`src/rtl/cpu_rfread.sv`:
```
// Register-read stage: 8x16 register file with writeback port, operand read,
// and execute-stage pipeline register. Optional same-cycle bypass: CPU_RF_BYPASS_EN.
module cpu_rfread #(
  parameter int unsigned DATA_W = 16,
  parameter int unsigned NREGS  = 8
) (
  input  logic              clk,
  input  logic              reset,
  input  logic              rd_valid,
  input  logic [DATA_W-1:0] rd_instr,
  input  logic [DATA_W-1:0] rd_pc,
  input  logic              stall,
  input  logic              flush_r,
  input  logic              wb_wr,
  input  logic              wb_seven,
  input  logic [2:0]        wb_addr,
  input  logic [DATA_W-1:0] wb_data,
  output logic              ex_valid,
  output logic [DATA_W-1:0] ex_instr,
  output logic [DATA_W-1:0] ex_pc,
  output logic [DATA_W-1:0] ex_rx,
  output logic [DATA_W-1:0] ex_ry,
  output logic [DATA_W-1:0] rx_dbg
);

  localparam int unsigned IDX_W = 3;
  localparam logic [IDX_W-1:0] LINK_IDX = IDX_W'(NREGS - 1);

  logic [DATA_W-1:0] rf_q [NREGS];

  logic [IDX_W-1:0]  wr_idx;
  logic [IDX_W-1:0]  rx_idx;
  logic [IDX_W-1:0]  ry_idx;
  logic [DATA_W-1:0] rx_val;
  logic [DATA_W-1:0] ry_val;

  logic              ex_valid_q, ex_valid_d;
  logic [DATA_W-1:0] ex_instr_q, ex_instr_d;
  logic [DATA_W-1:0] ex_pc_q,    ex_pc_d;
  logic [DATA_W-1:0] ex_rx_q,    ex_rx_d;
  logic [DATA_W-1:0] ex_ry_q,    ex_ry_d;

  assign wr_idx = wb_seven ? LINK_IDX : wb_addr;
  assign rx_idx = rd_instr[7:5];
  assign ry_idx = rd_instr[10:8];

  // Operand read; the bypass forwards the in-flight writeback value.
  always_comb begin
    rx_val = rf_q[rx_idx];
    ry_val = rf_q[ry_idx];
`ifdef CPU_RF_BYPASS_EN
    if (wb_wr && (wr_idx == rx_idx)) rx_val = wb_data;
    if (wb_wr && (wr_idx == ry_idx)) ry_val = wb_data;
`endif
  end

  // Register file; writes ignore stall/flush, reset discards a concurrent write.
  always_ff @(posedge clk) begin
    if (reset) begin
      for (int i = 0; i < int'(NREGS); i++) rf_q[i] <= '0;
    end else if (wb_wr) begin
      rf_q[wr_idx] <= wb_data;
    end
  end

  // Execute-stage next state: flush outranks stall.
  always_comb begin
    ex_valid_d = ex_valid_q;
    ex_instr_d = ex_instr_q;
    ex_pc_d    = ex_pc_q;
    ex_rx_d    = ex_rx_q;
    ex_ry_d    = ex_ry_q;
    if (flush_r) begin
      ex_valid_d = 1'b0;
    end else if (!stall) begin
      ex_valid_d = rd_valid;
      ex_instr_d = rd_instr;
      ex_pc_d    = rd_pc;
      ex_rx_d    = rx_val;
      ex_ry_d    = ry_val;
    end
  end

  always_ff @(posedge clk) begin
    if (reset) begin
      ex_valid_q <= 1'b0;
      ex_instr_q <= '0;
      ex_pc_q    <= '0;
      ex_rx_q    <= '0;
      ex_ry_q    <= '0;
    end else begin
      ex_valid_q <= ex_valid_d;
      ex_instr_q <= ex_instr_d;
      ex_pc_q    <= ex_pc_d;
      ex_rx_q    <= ex_rx_d;
      ex_ry_q    <= ex_ry_d;
    end
  end

  assign ex_valid = ex_valid_q;
  assign ex_instr = ex_instr_q;
  assign ex_pc    = ex_pc_q;
  assign ex_rx    = ex_rx_q;
  assign ex_ry    = ex_ry_q;
  assign rx_dbg   = rx_val;

endmodule

```
`config.mk`:
```
export PLATFORM = sky130hd
export DESIGN_NAME = cpu_rfread
export DESIGN_NICKNAME = d
export VERILOG_FILES = /design/src/rtl/cpu_rfread.sv
export SDC_FILE = /design/constraint.sdc
export NUM_CORES = 1
export LEC_CHECK = 0
export CAP_MARGIN = 20
export CORE_ASPECT_RATIO = 0.8
export CORE_MARGIN = 2
export CORE_UTILIZATION = 30
export DETAILED_ROUTE_END_ITERATION = 10
export DONT_BUFFER_PORTS = 1
export PLACE_DENSITY = 0.44
export SLEW_MARGIN = 10
export SYNTH_ARGS = -nofsm -noshare
export SYNTH_HDL_FRONTEND = slang
export SYNTH_SLANG_ARGS = --single-unit
```
`constraint.sdc`:
```
create_clock -name clk -period 1.75 [get_ports clk]
set_clock_uncertainty 0.1 [all_clocks]
set_input_delay 0.175 -clock clk [delete_from_list [all_inputs] [get_ports clk]]
set_output_delay 0.175 -clock clk [all_outputs]
set_load 0.01 [all_outputs]
```
# Yosys cells after proc, flatten, opt, wreduce, memory -nomap -nowiden
# Memory sizes are Yosys's and may differ from the RTL's. A register that Yosys moved wholly into a read port is not among the register bits.
# Cells that the tools add are included.
# totals
mem_bits_rw	128
output_inout_bits	81
rom_bits	0
mem_count	1
in_bits	58
elab_cells	19
ff_bits	49
latchBits	0
# memory_table
memory	words	width	read_ports	rd_clocked_by_memory_dff	wr	line	rtl
rf_q	8	16	2	1	8	29	logic [DATA_W-1:0] rf_q [NREGS];
# op_classes
div_mod_pow	0
n_bitwise	2
add_sub_neg	0
eq_ne	0
reduce_logical	3
multipliers	0
n_shift	0
n_mux	9
n_lt_le_gt_ge	0
# op_table
cell	n
2-to-1 mux 16 bit	1
OR reduction 16 bit	1
2-to-1 mux 1 bit	6
2-to-1 mux 3 bit	2
inverter 1 bit	2
AND reduction 2 bit	1
OR reduction 2 bit	1

# Logic depth before layout (Yosys ltp)
# depth
word_depth	5
depth_mapped	6
ltp_nobuf	4

# Worst setup path before layout
# No wires, ideal clock.
# synth_path
path_type	input port to flip-flop
from	in reset
to	mem rf_q[4][0], enable pin
t_required_ns	1.316
setup_ns	0.334
arrival_ns	1.359
n_path_buf	1
slack_ns	-0.042
stages	5
cell_sequence	buf_6 nand2b_4 or3b_4 nor3_4 or2_2
# synth_rtl
element	line	rtl
from (decl)	8	input logic reset,
to (decl)	29	

==> out/qor.csv <==
stage,metric,value,unit
timing,Pins Over Slew Limit,0,
logic_synthesis,synthesis-stage register bit count,193,
timing,final worst slack,-186,ps
timing,worst hold slack,38.7,ps
global_route,grt total ovfl,0,
logic_synthesis,combinational family with the most area after synthesis,simple AND/OR/NAND/NOR gates,
setup_path,CP max stage cell,edfxtp_1,
global_route,vias in the first global route,6525,
worst_hold_path,Worst Hold Path EP,ex_pc[12],
timing,final hold violations,0,
floorplanning,num rows,57,
floorplanning,IO Count,139,
placed_design,PortBufs,0,
logic_synthesis,synthesized area,9200,um^2
placed_design,DP Wirelength,19000,um
clocking,CTS H-Tree Depth,4,
drt,Routed Wire Length,29400,um
setup_path,Worst Path Arrival,1660,ps
logic_synthesis,post-synthesis mux area share,0.138,
clocking,Inserted Clock Buffers,17,
setup_path,CP top delay family,flip-flops,
clocking,Clock transition at path regs,80,ps
drt,DR DRC count,0,
worst_hold_path,WHS Path Cells,4,
logic_synthesis,Adder-Cell Fraction of Synth Area,0,
finish,area grow syn2layout,24.9,%
floorplanning,die height,161,um
setup_path,reg2reg start,rf_q[4][7],
floorplanning,Initial Util,0.304,
clocking,clk buf depth,2,
finish,share of cells above drive strength 1,0.211,
global_route,first-pass GRT wire length,42200,um
setup_path,cell chain of the critical path,"mux2_4, o22ai_4, a221oi_2, buf_4",
finish,most frequent cells in the layout,"and2_1, edfxtp_1, mux2i_1",
finish,post-route cell area,11500,um^2
logic_synthesis,Synthesized Nets,829,
setup_path,R2R Path End,ex_rx[7],
finish,"commonest non-fill, non-tap cell in the layout",and2_1,
global_route,antenna violations before repair,2,
floorplanning,area of the die,32100,um^2
outcome,violated checks,negative setup slack,
floorplanning,Die W,200,um
floorplanning,core area,30200,um^2
timing,fin crit period,1940,ps
setup_path,Crit. End Element,primary output,
setup_path,Setup Crit Path Kind,reg2out,
drt,vias,6412,
setup_path,Critical Path RT,1470,ps
timing,Slew headroom,0.493,
clocking,clk_lat worst skew,430,ps
logic_synthesis,synth unique cells,38,
outcome,status,"finished, violations left",
setup_path,CP peak stage delay,420,ps
drt,TritonRoute pass-1 iters,5,
drt,vias per cell,4.97,
power,leak pwr,4.31,nW
placed_design,post-placement cell area,9980,um^2
logic_synthesis,sequential area share after synthesis,0.559,
drt,DR WL/cell,22.8,um
global_route,largest net degree at the start of global routing,72,
clocking,Root Buffer,clkbuf_16,
flow_run,max cap viols,0,
timing,RSZ-0062 raised after global routing,yes,
timing,Fmax,0.516,GHz
logic_synthesis,Synth Area per Inst,11.9,um^2
clocking,CTS tree,yes,
timing,Final Cycle Share,1.11,
timing,final setup vio count,16,
drt,Iteration-0 DRC Markers,470,
clocking,clock sink count,193,
drt,Antenna Nets Post-Route,0,
worst_hold_path,Hold Path Class,in2reg,
timing,Fin Setup TNS,-1870,ps
setup_path,Startpoint Class,flip-flop,
setup_path,r2r setup slk,170,ps
worst_hold_path,HP Start,flush_r,
setup_path,worst reg-to-reg path cell count,6,
setup_path,Buf/Inv on CP,1,
placed_design,GPL Wtd Cong,0.790,
logic_synthesis,Post-Synth XOR/XNOR Area,0,
logic_synthesis,simple-gate share of the synthesized area,0.163,
power,Power Dens Cells,921,nW/um^2
global_route,GRT Total Usage,0.182,
logic_synthesis,Mapped Cells,771,
logic_synthesis,Synth Area in Compound Gates,0.108,
setup_path,Setup crit start,rf_q[4][0],
finish,nets@finish,920,
setup_path,CP max FO,2,
timing,Slew @ Worst Pin,760,ps
power,Max IR drop VDD,0.479,mV
logic_synthesis,synth warn,0,
[worst reg2reg max path, cell delays in order, from the launching register on]
cell and delay, ps:
edfxtp_1 390, mux2_4 290, o22ai_2 160, buf_6 140, a221oi_4 50, buf_4 150
a22o_1 190
[kinds of logic after synthesis]
| family | after synthesis |
|---|---|
| buf+inv | 55 |
| flops | 193 |
| compound gates | 135 |
| mux | 123 |
| simple gates | 265 |
[layer usage]
layer	up-vias	routed length, um	global-route usage
li1	2995	-	-
met1	3170	13900	0.259
met2	220	13100	0.275
met3	27	1990	0.0435
met4	0	420	0.0512
met5	-	0	0
[cell usage after synthesis]
cell type	number	area, um^2
and2_1	129	807
edfxtp_1	128	3840
mux2i_1	91	911
dfxtp_1	65	1300
nand2_1	65	244
a21oi_1	48	240
a22oi_1	32	240
mux2_2	28	315
clkbuf_1	25	93.8
nor2_1	21	78.8
nor3_1	17	85.1
a22o_1	16	140
o22ai_1	16	100
buf_2	14	70.1
a221oi_2	10	150
nor2b_1	9	56.3
or2_2	8	50.1
a211oi_1	6	45.0
a211oi_2	6	75.1
buf_1	5	18.8
buf_4	5	37.5
buf_6	5	56.3
mux2_1	4	45.0
nand2b_1	2	12.5
nor2_2	2	12.5
nor3_4	2	32.5
a31oi_1	1	6.26
clkbuf_2	1	5.00
nand2b_2	1	8.76
nand2b_4	1	13.8
nand3b_4	1	20.0
nor2_4	1	11.3
nor3_2	1	10.0
nor4_2	1	12.5
nor4b_4	1	23.8
or2_1	1	6.26
or3_1	1	6.26
or3b_4	1	11.3
[sequential cells by signal (all words and copies together) (netlist names)]
register	cells
ex_instr	16
ex_pc	16
ex_rx	16
ex_ry	16
ex_valid	1
rf_q	128
[layout make-up]
class / count / area [um^2]
Clock inverter: 13 / 109
Antenna cell: 2 / 5.00
Sequential cell: 193 / 5140
Multi-Input combinational cell: 523 / 3990
Clock buffer: 19 / 464
Fill cell: 2919 / 18800
Tap cell: 413 / 517
Timing Repair Buffer: 127 / 1260
[metrics by stage]
stage	util	worst slack [ps]	power [mW]	instances
floorplan	-	32.2	6.12	771
finish	0.380	-186	10.6	1290
global placement	0.330	114	6.50	1184
global route	0.380	-240	11.0	1289
detailed placement	0.330	120	6.53	1184
CTS	0.375	-176	10.6	1282
[power by group]
group          switching [mW]  leakage (nW)  internal (mW)  total, mW
clock network            1.85         0.287           2.00       3.85
registers               0.215          1.76           5.13       5.34
logic                   0.721          2.26          0.668       1.39
total                    2.79          4.31           7.79       10.6
[how the worst max path moves through the flow]
| stage | to | slack (ps) | cells after the start |
|---|---|---|---|
| 2_1_floorplan | rf_q[0][0] | 30 | 5 |
| 3_3_place_gp | rf_q[4][9] | 110 | 4 |
| 3_5_place_dp | rf_q[4][9] | 120 | 4 |
| 4_1_cts | rx_dbg[3] | -180 | 5 |
| 5_1_grt | rx_dbg[2] | -240 | 5 |
| 6_report | rx_dbg[0] | -190 | 4 |
[repair_timing]
action	4_1_cts	5_1_grt
gates resized for setup	21	19
pin swaps	6	5
endpoints found under the setup margin	16	16
hold endpoints to repair	177	0
buffers inserted	7	6
hold buffers	59	0
Power figures use the tool's default switching activity.
